==> config.mk <==
export PLATFORM = sky130hd
export DESIGN_NAME = srrc_mac_sequencer
export DESIGN_NICKNAME = d
export VERILOG_FILES = /design/src/rtl/srrc_mac_sequencer.sv
export SDC_FILE = /design/constraint.sdc
export NUM_CORES = 2
export LEC_CHECK = 0
export CAP_MARGIN = 20
export CELL_PAD_IN_SITES_DETAIL_PLACEMENT = 2
export CELL_PAD_IN_SITES_GLOBAL_PLACEMENT = 2
export CORE_MARGIN = 5
export CORE_UTILIZATION = 30
export DETAILED_ROUTE_END_ITERATION = 8
export PLACE_DENSITY_LB_ADDON = 0.15
export SLEW_MARGIN = 10
export SYNTH_ARGS = -nofsm -noshare
export SYNTH_HDL_FRONTEND = slang
export SYNTH_SLANG_ARGS = --single-unit
==> constraint.sdc <==
create_clock -name clk -period 20.8 [get_ports clk]
set_input_delay 4.16 -clock clk [delete_from_list [all_inputs] [get_ports clk]]
set_output_delay 4.16 -clock clk [all_outputs]
set_load 0.005 [all_outputs]
==> src/rtl/srrc_mac_sequencer.sv <==
// srrc_mac_sequencer
// Time-shared 21-tap symmetric SRRC filter: one pre-adder and one 19x18
// multiplier, stepped over the 11 coefficient groups once per accepted sample.
// Ports:
//   clk, reset         clock; asynchronous active-high reset
//   sam_en, x_in       sample strobe and signed 1s17 sample
//   cfg_we/addr/data   coefficient write port (b[0..10], b[10] = centre tap)
//   y, y_valid         registered 1s17 output and its one-cycle strobe
//   busy               high while a sample is being processed (RUN/DONE)
//   overrun            sticky flag: a sample strobe arrived during RUN
//   cfg_err            one-cycle pulse: coefficient write rejected
module srrc_mac_sequencer #(
  parameter int DW    = 18,
  parameter int ACCW  = 40,
  parameter int NCOEF = 11
) (
  input  logic          clk,
  input  logic          reset,
  input  logic          sam_en,
  input  logic [DW-1:0] x_in,
  input  logic          cfg_we,
  input  logic [3:0]    cfg_addr,
  input  logic [DW-1:0] cfg_data,
  output logic [DW-1:0] y,
  output logic          y_valid,
  output logic          busy,
  output logic          overrun,
  output logic          cfg_err
);

  localparam int NTAP = 2 * NCOEF - 1;
  localparam int KW   = 4;
  localparam int FRAC = DW - 1;

  typedef enum logic [1:0] {IDLE, RUN, DONE} state_t;

  state_t                 state_q, state_d;
  logic signed [DW-1:0]   x_q [NTAP];
  logic signed [DW-1:0]   x_d [NTAP];
  logic signed [DW-1:0]   b_q [NCOEF];
  logic signed [DW-1:0]   b_d [NCOEF];
  logic signed [ACCW-1:0] acc_q, acc_d;
  logic [KW-1:0]          k_q, k_d;
  logic [DW-1:0]          y_q, y_d;
  logic                   y_valid_q, y_valid_d;
  logic                   overrun_q, overrun_d;
  logic                   cfg_err_q, cfg_err_d;

  // Datapath: pre-add of the symmetric tap pair, full-precision multiply.
  logic signed [DW-1:0]     xa, xb, bk;
  logic signed [DW:0]       s;
  logic signed [2*DW:0]     prod;
  logic signed [ACCW-1:0]   prod_ext;
  logic signed [ACCW-1:0]   acc_sh;
  logic [ACCW-DW:0]         acc_top;
  logic [DW-1:0]            y_sat;

  always_comb begin
    xa = '0;
    xb = '0;
    bk = '0;
    for (int unsigned i = 0; i < NCOEF; i++) begin
      if (k_q == KW'(i)) begin
        xa = x_q[i];
        xb = x_q[NTAP-1-i];
        bk = b_q[i];
      end
    end
    // Centre tap has no partner.
    if (k_q == KW'(NCOEF - 1)) s = {xa[DW-1], xa};
    else                       s = {xa[DW-1], xa} + {xb[DW-1], xb};
    prod     = (2*DW+1)'(s) * (2*DW+1)'(bk);
    prod_ext = {{(ACCW-2*DW-1){prod[2*DW]}}, prod};
    // Floor shift, then clamp when the bits above the output don't match the sign.
    acc_sh  = acc_q >>> FRAC;
    acc_top = acc_sh[ACCW-1:DW-1];
    if (acc_top == '0 || acc_top == '1) y_sat = acc_sh[DW-1:0];
    else if (acc_sh[ACCW-1])            y_sat = {1'b1, {(DW-1){1'b0}}};
    else                                y_sat = {1'b0, {(DW-1){1'b1}}};
  end

  logic cfg_ok;
  logic start;

  always_comb begin
    state_d   = state_q;
    x_d       = x_q;
    b_d       = b_q;
    acc_d     = acc_q;
    k_d       = k_q;
    y_d       = y_q;
    y_valid_d = 1'b0;
    overrun_d = overrun_q;
    cfg_err_d = 1'b0;

    cfg_ok = cfg_we && (state_q == IDLE) && (cfg_addr <= KW'(NCOEF - 1));
    if (cfg_we && !cfg_ok) cfg_err_d = 1'b1;
    for (int unsigned i = 0; i < NCOEF; i++) begin
      if (cfg_ok && cfg_addr == KW'(i)) b_d[i] = cfg_data;
    end

    start = sam_en && (state_q == IDLE || state_q == DONE);

    case (state_q)
      RUN: begin
        acc_d = acc_q + prod_ext;
        k_d   = k_q + 1'b1;
        if (k_q == KW'(NCOEF - 1)) state_d = DONE;
        if (sam_en) overrun_d = 1'b1;
      end
      DONE: begin
        y_d       = y_sat;
        y_valid_d = 1'b1;
        acc_d     = '0;
        state_d   = IDLE;
      end
      default: ;
    endcase

    // A sample accepted in DONE overrides the return to IDLE; acc is cleared either way.
    if (start) begin
      x_d[0] = x_in;
      for (int unsigned i = 1; i < NTAP; i++) x_d[i] = x_q[i-1];
      acc_d   = '0;
      k_d     = '0;
      state_d = RUN;
    end
  end

  always_ff @(posedge clk or posedge reset) begin
    if (reset) begin
      state_q   <= IDLE;
      for (int unsigned i = 0; i < NTAP; i++) x_q[i] <= '0;
      for (int unsigned i = 0; i < NCOEF - 1; i++) b_q[i] <= '0;
      b_q[NCOEF-1] <= {1'b0, {(DW-1){1'b1}}};
      acc_q     <= '0;
      k_q       <= '0;
      y_q       <= '0;
      y_valid_q <= 1'b0;
      overrun_q <= 1'b0;
      cfg_err_q <= 1'b0;
    end else begin
      state_q   <= state_d;
      x_q       <= x_d;
      b_q       <= b_d;
      acc_q     <= acc_d;
      k_q       <= k_d;
      y_q       <= y_d;
      y_valid_q <= y_valid_d;
      overrun_q <= overrun_d;
      cfg_err_q <= cfg_err_d;
    end
  end

  assign y       = y_q;
  assign y_valid = y_valid_q;
  assign busy    = (state_q != IDLE);
  assign overrun = overrun_q;
  assign cfg_err = cfg_err_q;

endmodule

==> out/metrics.yaml <==
clocking:
  cts_made_buffers: 83
  postCtsSetupRepairBufs: 0
  cts_tree: "yes"
  hold_buffers: 0
  cts_buffer_depth: 3
  cts.repair.resized: 0
  htreeDepth: 3
  cts_num_sinks: 643
  clkLatencyLatePin_ns: 0.67
  cts-root-buf: "clkbuf_16"
  clk_pin_slew_ns: 0.06
die:
  die_x_um: 391
  core_mm2: 0.144
  die_area_mm2: 0.153
  die_h_um: 391
  io_pins: 66
  fp-row-count: 139
  start_util: 0.303
critical_path:
  path_class: "flop to flop"
  cp.arrival_ns: 13.51
  slowest_delay_ns: 0.76
  worstPathMaxFanout: 37
  cp_common_cell: "fa_1"
  cp-end-kind: "flop"
  required_ns: 21.41
  critPathLaunchType: "flop"
  critPathBufInv: 5
  crit_family: "adder cells"
  crit_slowest_cell: "a221oi_1"
sta:
  setup_viol: 0
  period_needed_ns: 12.90
  clock.fmax_mhz: 77.5
  tns_ns: 0
  fin_crit_sh: 0.620
  finClkSkew_ns: 0.0189
  slew_viol_final: 0
  rsz0062_at_grt: "false"
  worst_pin_slew_ns: 1.15
  relSlewSlack: 0.234
  hold_violations: 0
synth:
  synth_edf_count: 0
  yosys-top-cells-area: "dfrtp_1 36%, fa_1 18%, nand2_1 12%"
  synthMuxAreaShare: 0.0531
  yosys.area_share.xor_xnor: 0.00985
  netlist_area_mm2: 0.0436
  post-synth-top-count-cell: "nand2_1"
  async_flop_share: 1.00
  synth_nets: 5203
  synth_compound_area_frac: 0.110
  ys.flop_type: "dfrtp_1"
  avgSynthCellArea_um2: 9.44
  synth_top_area_share: 0.359
  ys_seq_elements: 643
  synth.distinct_cells: 79
  synthAdderAreaFrac: 0.223
  yosysSeqAreaShare: 0.370
  synth_top_family_by_area: "adder cells"
  ys_warn_count: 0
  yosysTopAreaCell: "dfrtp_1"
  yosys.area_share.simple: 0.171
  synth_cells: 4619
  ys_top_cells_by_count: "1357 x nand2_1, 626 x dfrtp_1, 409 x inv_1"
grt:
  grt_antenna_before_repair: 3
  grt_pass1_wl_mm: 227
  grt_util_all_layers: 0.190
  grt-ovfl-total: 0
  grt_pass1_vias: 36739
  grt_max_degree: 197
finish:
  area_growth_pct: 12.6
  drive_above_1_share: 0.108
  final_nets: 5158
place:
  place_hpwl_mm: 101
  place_congestion: 0.755
  portBuffers: 65
route:
  viasPerCell: 4.96
  avgRoutedWirePerCell_um: 22.0
  post-route-drc-count: 0
  vias: 32502
  ant_nets: 0
  dr.pass1.iters: 5
  drt-initial-drc-count: 1419
  wirelength_mm: 144
min_path:
  min_path_type: "flop to flop"
run_status:
  status: "completed"
job:
  drv_cap: 0
==> final cells by class <==
| class | count | area (µm²) |
|---|---|---|
| Antenna cell | 2 | 5.00 |
| Clock buffer | 118 | 2420 |
| Clock inverter | 35 | 449 |
| Fill cell | 15879 | 94900 |
| Inverter | 409 | 1540 |
| Multi-Input combinational cell | 3288 | 24800 |
| Sequential cell | 643 | 16100 |
| Tap cell | 1903 | 2380 |
| Timing Repair Buffer | 149 | 1380 |
==> placed cells by master, fill, tap and decap left out, drive strengths merged, types with 14 or more instances in the layout <==
cell	n
dfrtp	626
a21oi	105
ha	147
nand2	1357
a22oi	49
clkbuf	119
o21a	14
o22ai	53
and2	27
clkdlybuf4s50	65
a21o	28
o21ai	112
clkinv	22
xor2	17
nor2	251
fa	393
nor2b	24
dfstp	17
nand3	63
mux2	200
a221o	77
nand2b	49
a221oi	33
buf	83
o211ai	70
xnor2	32
inv	411
a2111oi	38
==> flip-flops by register name, summed over array words and instances, names as in the netlist <==
signal,flops
acc_q,40
b_q,198
cfg_err,1
k_q,4
overrun,1
state_q,2
x_q,378
y,18
y_valid,1
==> path summary, 6_finish.rpt <==
kind	startpoint	endpoint	slack, ns	cells after the start
setup / recovery	k_q[1]$_DFFE_PP0P_	acc_q[39]$_DFFE_PP0P_	7.90	37
hold / removal	overrun$_DFFE_PP0P_	overrun$_DFFE_PP0P_	0.45	1
setup reg to reg	k_q[1]$_DFFE_PP0P_	acc_q[39]$_DFFE_PP0P_	7.90	37
hold reg to reg	overrun$_DFFE_PP0P_	overrun$_DFFE_PP0P_	0.45	1
max in group asynchronous	reset	b_q[142]$_DFFE_PP0P_	13.67	7
min in group asynchronous	reset	acc_q[4]$_DFFE_PP0P_	3.73	2
==> worst reg2reg max path, delay by kind of cell, from the launching register on <==
kind / cells / cell delay, ns
fa+ha+maj: 10 / 4.76
compound gates: 14 / 4.35
simple gates: 8 / 2.17
buf+inv: 5 / 1.13
flops: 1 / 0.41
==> stage by stage <==
stage               instances  worst slack [ns]  hold slack (ns)  area, µm²  utilization
floorplan                4619              7.87            0.446      43600            -
global placement         6388              8.08            0.446      46100        0.320
detailed placement       6388              7.93            0.450      46100        0.320
CTS                      6541              7.87            0.461      49000        0.340
global route             6545              7.30            0.490      49100        0.341
finish                   6547              7.90            0.452      49100        0.341
==> routing by layer <==
metal / GRT usage / routed length (µm)
met3: 0.0209 / 3340
met1: 0.274 / 71300
met2: 0.312 / 66700
met5: 0 / 13
met4: 0.0349 / 2500
==> kinds of logic after synthesis <==
group	Yosys count
multiplexers	206
XOR/XNOR	49
AO/OA/AOI/OAI	655
buffers and inverters	688
AND/OR/NAND/NOR	1838
adder cells (fa/ha/maj)	540
flip-flops	643
Power is not shown: default switching activity piles up to over one toggle a cycle in this logic, so the estimate is an artifact.
